## config.mk

```make
export PLATFORM = sky130hd
export DESIGN_NAME = display_seq_ctrl
export DESIGN_NICKNAME = d
export VERILOG_FILES = /design/src/rtl/display_defs_pkg.sv /design/src/rtl/display_seq_ctrl_blink_timer.sv /design/src/rtl/display_seq_ctrl.sv
export SDC_FILE = /design/constraint.sdc
export NUM_CORES = 1
export LEC_CHECK = 0
export BUFFER_PORTS_ARGS = -buffer_cell sky130_fd_sc_hd__buf_2
export CORE_AREA = 8 8 84 86
export CTS_CLUSTER_SIZE = 20
export DETAILED_ROUTE_END_ITERATION = 8
export DIE_AREA = 0 0 92 94
export SYNTH_ARGS = -nofsm -noshare
export SYNTH_HDL_FRONTEND = slang
export SYNTH_SLANG_ARGS = --single-unit
```

## constraint.sdc

```tcl
create_clock -name clock -period 2.8 [get_ports clock]
set_input_delay 0.42 -clock clock [delete_from_list [all_inputs] [get_ports clock]]
set_output_delay 0.42 -clock clock [all_outputs]
set_load 0.01 [all_outputs]
```

## src/rtl/display_defs_pkg.sv

```systemverilog
// display_defs: message-address codes and sequencer state encoding shared with the message memory
package display_defs;
  localparam logic [1:0] ADDR_NIVEL   = 2'b00;
  localparam logic [1:0] ADDR_VENCEU  = 2'b01;
  localparam logic [1:0] ADDR_PERDEU  = 2'b10;
  localparam logic [1:0] ADDR_APAGADO = 2'b11;
  typedef enum logic [2:0] {OCIOSO, NIVEL, RES_ON, RES_OFF, HOLD} state_t;
endpackage

```

## src/rtl/display_seq_ctrl_blink_timer.sv

```systemverilog
// blink_timer: blink-phase counter with a terminal-count pulse on the last cycle of each phase
module blink_timer #(
  parameter int BLINK_CYCLES = 25_000_000,
  parameter int CNT_W        = 25
) (
  input  logic clock,
  input  logic reset,
  input  logic clr,
  input  logic en,
  output logic tc
);
  logic [CNT_W-1:0] cnt;
  assign tc = en && cnt == CNT_W'(BLINK_CYCLES - 1);
  // count 0..BLINK_CYCLES-1 while enabled; clear wins over counting
  always_ff @(posedge clock or posedge reset)
    if (reset) cnt <= '0;
    else if (clr) cnt <= '0;
    else if (en) cnt <= tc ? '0 : cnt + CNT_W'(1);
endmodule

```

## src/rtl/display_seq_ctrl.sv

```systemverilog
// display_seq_ctrl: picks message address and level code for the HEX message memory from game events
module display_seq_ctrl
  import display_defs::*;
#(
  parameter int BLINK_CYCLES = 25_000_000,
  parameter int NUM_BLINKS   = 3,
  parameter int CNT_W        = 25
) (
  input  logic       clock,
  input  logic       reset,
  input  logic       iniciar,
  input  logic [1:0] nivel,
  input  logic       venceu,
  input  logic       perdeu,
  output logic [1:0] displayAddr,
  output logic [1:0] modo,
  output logic       exibindo_resultado,
  output logic       fim_exibicao
);
  localparam logic [2:0] LAST = 3'(NUM_BLINKS);
  state_t     state;
  logic [1:0] res;
  logic [2:0] blinks;
  logic       en, clr, tc;
  assign en  = state == RES_ON || state == RES_OFF;
  assign clr = !en || iniciar;
  blink_timer #(.BLINK_CYCLES(BLINK_CYCLES), .CNT_W(CNT_W)) u_timer (
    .clock(clock),
    .reset(reset),
    .clr  (clr),
    .en   (en),
    .tc   (tc)
  );
  // sequencer FSM with registered outputs; iniciar outside NIVEL always (re)starts play
  always_ff @(posedge clock or posedge reset)
    if (reset) begin
      state              <= OCIOSO;
      displayAddr        <= ADDR_APAGADO;
      modo               <= 2'b00;
      res                <= ADDR_APAGADO;
      blinks             <= 3'd0;
      exibindo_resultado <= 1'b0;
      fim_exibicao       <= 1'b0;
    end else begin
      fim_exibicao <= 1'b0;
      if (iniciar && state != NIVEL) begin
        state              <= NIVEL;
        displayAddr        <= ADDR_NIVEL;
        modo               <= nivel;
        blinks             <= 3'd0;
        exibindo_resultado <= 1'b0;
      end else
        case (state)
          NIVEL: begin
            modo <= nivel;
            if (venceu || perdeu) begin
              state              <= RES_ON;
              res                <= perdeu ? ADDR_PERDEU : ADDR_VENCEU;
              displayAddr        <= perdeu ? ADDR_PERDEU : ADDR_VENCEU;
              blinks             <= 3'd0;
              exibindo_resultado <= 1'b1;
            end
          end
          RES_ON:
            if (tc) begin
              state       <= RES_OFF;
              displayAddr <= ADDR_APAGADO;
              blinks      <= blinks + 3'd1;
            end
          RES_OFF:
            if (tc) begin
              displayAddr  <= res;
              state        <= blinks == LAST ? HOLD : RES_ON;
              fim_exibicao <= blinks == LAST;
            end
          default: ;
        endcase
    end
endmodule
```

After elaboration in Yosys (flattened, before gate mapping)
Index checks and enable logic that the tools add are counted.
- flip-flop bits (word level): 39
- output and inout bits: 6
- word-level logic and storage cells: 62
- add/subtract/negate cells: 2
- equal/unequal tests: 9
- multiplexer cells: 27
- bitwise gates (word level): 1
- reductions and logical operators: 15
- operators by type and width (cell ; count):
    25-bit 2-to-1 mux ; 3
    25-bit by 1-bit adder with 25-bit output (second input constant) ; 1
    25-bit equality test (second input constant) ; 1
    3-bit 2-to-1 mux ; 8
    2-bit 2-to-1 mux ; 7
    3-bit by 2-bit equality test with 1-bit output (second input constant) ; 3
    3-bit by 1-bit != test with 1-bit output (second input constant) ; 3
    3-bit case mux with 3 select lines ; 1
    1-bit 2-to-1 mux ; 6
    2-bit case mux with 3 select lines ; 1
    3-bit case mux with 2 select lines ; 1
    3-bit AND reduction ; 2
    2-bit nonzero test ; 3
    4-bit AND reduction ; 1
    4-bit nonzero test ; 1
    3-bit by 1-bit adder with 3-bit output (second input constant) ; 1
    3-bit by 1-bit equality test with 1-bit output (second input constant) ; 1
    1-bit logical OR ; 3
    3-bit != test (second input constant) ; 1
    3-bit nonzero test ; 1
    1-bit logical AND ; 2
    2-bit AND reduction ; 1
    1-bit zero test ; 1
    1-bit NOT ; 1

Logic depth before layout (Yosys ltp)
Gate-level depths: netlist of the first run.
- word-level depth: 6
- mapped depth: 7

By module
A second synthesis of the first run with hierarchy kept.
- cells, all modules: 209
- area total of the unflattened synthesis: 2069.5 um2
- modules (own cells, without submodules) (module ; instances ; cells each ; area an instance (um2) ; sequential area each (um2)):
    blink_timer ; 1 ; 139 ; 1345.0 ; 625.6
    display_seq_ctrl ; 1 ; 70 ; 724.4 ; 355.3

Worst setup path before layout of the first run
Ideal clock, no wire load.
- path type: register to register
- start point: reg u_timer.cnt[0]
- end point: reg blinks[0]
- arrival time: 2.139 ns
- required time: 2.675 ns
- setup slack: 0.536 ns
- cell stages (with the launch flop): 7
- clock period less this slack: 2.264 ns
- path through: dfrtp_1 ha_1 nand3_2 or4_4 or3_4 o31a_1 mux2_4
- cells in the longest elaborated chain, start to end: 4
- ends and longest elaborated chain (item ; line ; RTL):
    start: declaration ; display_seq_ctrl_blink_timer.sv:12 ; logic [CNT_W-1:0] cnt;
    start signal: assignment ; display_seq_ctrl_blink_timer.sv:18 ; else if (en) cnt <= tc ? '0 : cnt + CNT_W'(1);
    25-bit equality test ; display_seq_ctrl_blink_timer.sv:13 ; assign tc = en && cnt == CNT_W'(BLINK_CYCLES - 1);
    1-bit logical AND ; display_seq_ctrl_blink_timer.sv:13 ;
    3-bit by 1-bit != test with 1-bit output (no source line) ; n/a ;
    3-bit AND reduction (no source line) ; n/a ;
    end signal: assignment ; display_seq_ctrl.sv:68 ; blinks <= blinks + 3'd1;
    end: declaration ; display_seq_ctrl.sv:23 ; logic [2:0] blinks;
Every way passes these cells.
A chain may end at the register's enable or synchronous reset.

Final worst setup path of the first run
Ends and elaborated chain as after synthesis.

==> results of run 1 <==
==> registers in the layout, indices dropped and copies added (netlist names) <==
name and count:
modo 2, exibindo_resultado 1, u_timer.cnt 25, blinks 3
res 2, state 3, displayAddr 2, fim_exibicao 1
==> metal layers <==
| metal | share of wire | routed length, um | GRT usage | up-vias |
|---|---|---|---|---|
| li1 | - | - | - | 731 |
| met2 | 0.47 | 1790 | 0.142 | 15 |
| met4 | 0.020 | 77 | 0.0483 | 0 |
| met1 | 0.49 | 1860 | 0.124 | 712 |
| met3 | 0.027 | 103 | 0.0272 | 5 |
| met5 | 0 | 0 | 0 | - |
==> final timing paths <==
| check | endpoint | slack [ns] | cells after the start |
|---|---|---|---|
| worst max-delay path | blinks[0] | 0.42 | 6 |
| worst min-delay path | modo[1] | 0.23 | 3 |
| worst max register to register | blinks[0] | 0.42 | 6 |
| worst min register to register | u_timer.cnt[0] | 0.48 | 1 |
| max in group asynchronous | res[1] | 2.20 | 3 |
| min in group clock | res[0] | 0.33 | 2 |
==> tightest hold or removal path: cells and delay by family <==
kind	cells	cell delay [ns]
buffers and inverters	3	0.54
==> report_power, final <==
| group | internal [mW] | switching, mW | total (mW) |
|---|---|---|---|
| logic | 0.170 | 0.207 | 0.378 |
| registers | 0.655 | 0.0621 | 0.717 |
| clock network | 0.177 | 0.185 | 0.361 |
| total | 1.00 | 0.454 | 1.46 |
==> stage by stage <==
step           instance area, um^2  hold slack [ns]
2_1_floorplan                 1960            0.446
4_1_cts                       2200            0.254
6_report                      2200            0.232
3_3_place_gp                  2120            0.456
3_5_place_dp                  2120            0.471
5_1_grt                       2200            0.283
==> cells by family after synthesis <==
logic type,count (synthesis),share of synthesized area
AND/OR/NAND/NOR,95,0.248
flip-flops,39,0.499
AO/OA/AOI/OAI,25,0.0898
XOR/XNOR,23,0.103
buffers and inverters,11,0.0223
multiplexers,3,0.0191
adder cells (fa/ha/maj),3,0.0191
==> layout by cell type, fill, tap and decap left out, types with 2 or more instances in the layout <==
cell type	Yosys	routed
ha_1	3	3
xor2_1	12	12
nor3_1	5	5
o21ai_0	2	2
a2bb2oi_1	4	4
and4_1	5	5
buf_2	2	12
nand2_1	15	15
nor4b_1	2	2
dfstp_2	4	4
buf_4	0	3
a221oi_1	2	2
clkbuf_8	0	5
nand2b_1	2	2
clkbuf_1	2	3
xnor2_1	11	11
inv_1	7	7
and3_1	4	4
a21o_1	2	2
o2bb2ai_1	2	2
nor4_1	2	2
nand4_1	5	5
nor2b_1	3	3
nand3_1	11	11
a21oi_1	8	8
mux2_2	2	2
dfrtp_1	35	35
nor2_1	35	35
==> final cells by class <==
class                      count  area (um^2)
tap                           75         93.8
multi-input combinational    149          940
sequential                    39          981
timing repair buffer          15         82.6
clock buffer                   8         80.1
inverter                       7         26.3
fill                         627         3540
==> flow_metrics.tcl, run 1 <==
set metrics [dict create \
    yosys_warnings 0 \
    final_cells 293 \
    drc 0 \
    clock_latency_ns 0.29 \
    track_usage 0.0958 \
    hold_path_class "in2async" \
    required_ns 2.98 \
    fin_skew_ns 0.00619 \
    critical_path.max_stage_delay_ns 0.52 \
    clk_pin_slew_worst_paths_ns 0.07 \
    globalRouteOverflowTotal 0 \
    antenna_cells 0 \
    seq_area_frac_synth 0.499 \
    cp_top_family "simple AND/OR/NAND/NOR gates" \
    crit_fanout 6 \
    cts.sink_count 39 \
    initial_core_util 0.342 \
    max-cap-violations 0 \
    netlist_top_cells_count "dfrtp_1 (35), nor2_1 (35), nand2_1 (15), xor2_1 (12)" \
    tightest_slew_ns 0.708 \
    ios 13 \
    grt_pass1_vias 1374 \
    synth_edf_count 0 \
    power_density_mw_per_mm2 661 \
    synth_seq_cells 39 \
    finalCritPeriodShare 0.850 \
    rsz0062_at_grt "false" \
    drive_above_1_share 0.151 \
    syn-instance-count 199 \
    ys.flop_type "dfrtp_1" \
    port_buffers 12 \
    max_freq_mhz 420 \
    cp-end-kind "register" \
    ir_worst_vdd_mv 0.246 \
    placedCellCount 285 \
    async_reset_ff_frac 1.00 \
    routed_via_density 4.99 \
    cts_hold_buffers 0 \
    maxSlewHeadroom 0.521 \
    cts_max_path_buffers 2 \
    synth.top_cell.area_share 0.446 \
    antenna_found_initial 0 \
    hpwl_mm 2.70 \
    r2r_start "u_timer.cnt[0]" \
    grt_max_degree 40 \
    cts_root_buffer "clkbuf_8" \
    chipHeight_um 94 \
    worst_slack_ns 0.419 \
    area_growth_pct 12.2 \
    synth.area.top_cells "dfrtp_1 (45%), nor2_1 (6.7%), dfstp_2 (5.4%)" \
    yosys.area.top_type "dfrtp_1" \
    post_drt_wl_per_cell_um 13.1 \
    die_area_mm2 0.00865 \
    syn_nets 209 \
    core_area_mm2 0.00575 \
    criticalPathCategory "reg2reg" \
    finalPower_mw 1.46 \
    path_cells "ha_1 -> nand3_2 -> or4_4 -> or3_4 -> o31a_1 -> mux2_4" \
    htreeDepth 2 \
    final_antenna_net_count 0 \
    hold_viol_final 0 \
    finalSetupTns_ns 0 \
    dp_worst_setup_slack_ns 0.421 \
    grt_pass1_wl_mm 6.64 \
    rows 28 \
    drv_slew 0 \
    cp.arrival_ns 2.56 \
    power.leakage_nw 0.918 \
    fin_util 0.383 \
    cts_buffers 5 \
    netlist_area_mm2 0.00196 \
    syn_avg_cell_area_um2 9.87 \
    cts_tree "built" \
    gp_congestion 0.766 \
    cts_setup_buffers 0 \
    worstSetupStartpointType "register" \
    first_pass_iters 4 \
    drt_first_iter_violations 112 \
    cts_resized 0 \
    fin_nets 227 \
    die_w_um 92 \
    drt_wl_total_mm 3.83 \
    vias 1463 \
    setup_viol 0 \
    critPathSlowestCell "or4_4" \
    yosys.cell_types.count 38 \
    cp-startpoint "u_timer.cnt[0]" \
    fin_crit_ns 2.38 \
    status "finished clean" \
    path_buf_inv 0 \
]
No activity file was read; power rests on OpenSTA's default activity.
==> inputs of run 2 (changes only) <==
Settings changed: REMOVE_ABC_BUFFERS set to 1.
==> run 2 against run 1 <==
Sequential power hardly changed. Non-clock buffer count did not move. Critical path depth did not move. Critical endpoint unchanged.
==> flow_metrics.tcl, run 2 (same netlist as run 1, synthesis figures left out) <==
set metrics [dict create \
    status "finished clean" \
    drt_wl_total_mm 3.92 \
    required_ns 2.98 \
    first_pass_iters 4 \
    r2r_start "u_timer.cnt[0]" \
    rows 28 \
    worst_slack_ns 0.388 \
    final_area_mm2 0.00222 \
    track_usage 0.0968 \
    power.leakage_nw 0.930 \
    grt_pass1_vias 1400 \
    finalCritPeriodShare 0.861 \
    ios 13 \
    finalPower_mw 1.51 \
    critPathSlowestCell "or4_4" \
    r2r_cells 6 \
    cts_max_path_buffers 2 \
    cp.arrival_ns 2.60 \
    area_growth_pct 13.2 \
    critical_path.max_stage_delay_ns 0.52 \
    antenna_cells 0 \
    crit_fanout 6 \
    hpwl_mm 2.73 \
    rsz0062_at_grt "false" \
    tightest_slew_ns 0.680 \
    port_buffers 12 \
    path_buf_inv 0 \
    reg_top3 "u_timer.cnt (25), blinks (3), state (3)" \
    cts_hold_buffers 0 \
    setup_viol 0 \
    fillCellCount 614 \
    cts_resized 0 \
    cp_top_family "simple AND/OR/NAND/NOR gates" \
    clock_latency_ns 0.29 \
    globalRouteOverflowTotal 0 \
    cts_tree "built" \
    fin_nets 227 \
    largest_reg_flops 25 \
    cts_setup_buffers 0 \
    fin_skew_ns 0.00519 \
    crit_path_end "blinks[0]" \
    fin_crit_ns 2.41 \
    ir_worst_vdd_mv 0.299 \
    final_antenna_net_count 0 \
    htreeDepth 2 \
    criticalPathCategory "reg2reg" \
    routed_via_density 4.98 \
    top_register "u_timer.cnt" \
    max_freq_mhz 415 \
    path_cells "ha_1 -> nand3_2 -> or4_4 -> or3_4 -> o31a_1 -> mux2_4" \
    cts.sink_count 39 \
    gp_congestion 0.804 \
    cts_root_buffer "clkbuf_8" \
    dp_worst_setup_slack_ns 0.414 \
    maxSlewHeadroom 0.540 \
    post_drt_wl_per_cell_um 13.4 \
    r2r_setup_slack_ns 0.39 \
    dpl_cell_area_mm2 0.00212 \
    r2r-end "blinks[0]" \
    core_area_mm2 0.00575 \
    die_area_mm2 0.00865 \
    drc 0 \
    cts_buffers 5 \
    crit_cells 6 \
    clk_pin_slew_worst_paths_ns 0.07 \
    max-cap-violations 0 \
    worstSetupStartpointType "register" \
    die_w_um 92 \
    drt_first_iter_violations 78 \
    grt_pass1_wl_mm 6.70 \
    most-common-layout-cells "nor2_1 (35), dfrtp_1 (35), nand2_1 (15)" \
    drv_slew 0 \
    cp-end-kind "register" \
    cp-startpoint "u_timer.cnt[0]" \
    chipHeight_um 94 \
    drive_above_1_share 0.161 \
    antenna_found_initial 0 \
    power_density_mw_per_mm2 681 \
    hold_viol_final 0 \
    grt_max_degree 40 \
    hold_path_class "in2async" \
    initial_core_util 0.342 \
    vias 1459 \
    finalSetupTns_ns 0 \
]
-- run 2: cell counts in the layout (fill, tap and decap cells not counted) --
No cell type changed its count.
-- run 2: worst min-delay path by stage --
stage	startpoint	to	slack [ns]	cells past startpoint
detailed placement	blinks[2]	blinks[2]	0.48	1
global placement	u_timer.cnt[0]	u_timer.cnt[0]	0.46	1
global route	reset	u_timer.cnt[13]	0.28	3
finish	reset	u_timer.cnt[6]	0.23	3
floorplan	u_timer.cnt[0]	u_timer.cnt[0]	0.45	1
CTS	reset	u_timer.cnt[13]	0.25	3
-- run 2: report_power, final --
group	switching (mW)	leakage [nW]	internal, mW	total, mW
Combinational	0.207	0.360	0.171	0.378
Clock	0.194	0.0515	0.225	0.418
Sequential	0.0631	0.519	0.654	0.718
-- run 2: worst register-to-register path: stages, from the launching register on --
cell and delay [ns]:
dfrtp_1 0.40, ha_1 0.22, nand3_2 0.15, or4_4 0.52, or3_4 0.43, o31a_1 0.32, mux2_4 0.26
-- run 2: through the flow --
step,cells,hold WS (ns),utilization
6_report,293,0.229,0.387
5_1_grt,293,0.279,0.387
4_1_cts,293,0.248,0.387
3_5_place_dp,285,0.477,0.370
3_3_place_gp,285,0.459,0.370
2_1_floorplan,195,0.446,-
-- run 2: routing by layer --
metal / vias to the layer above / global-route usage / routed length, um
met5: - / 0 / 0
met4: 0 / 0.0483 / 59
met3: 5 / 0.0264 / 87
met1: 708 / 0.125 / 1950
li1: 735 / - / -
met2: 11 / 0.145 / 1830
-- run 2: final cells by class --
type / count / area [um^2] / area share
Timing Repair Buffer: 15 / 82.6 / 0.0371
Inverter: 7 / 26.3 / 0.0118
Clock buffer: 8 / 100 / 0.0450
Sequential cell: 39 / 981 / 0.441
Multi-Input combinational cell: 149 / 940 / 0.423
Tap cell: 75 / 93.8 / 0.0422
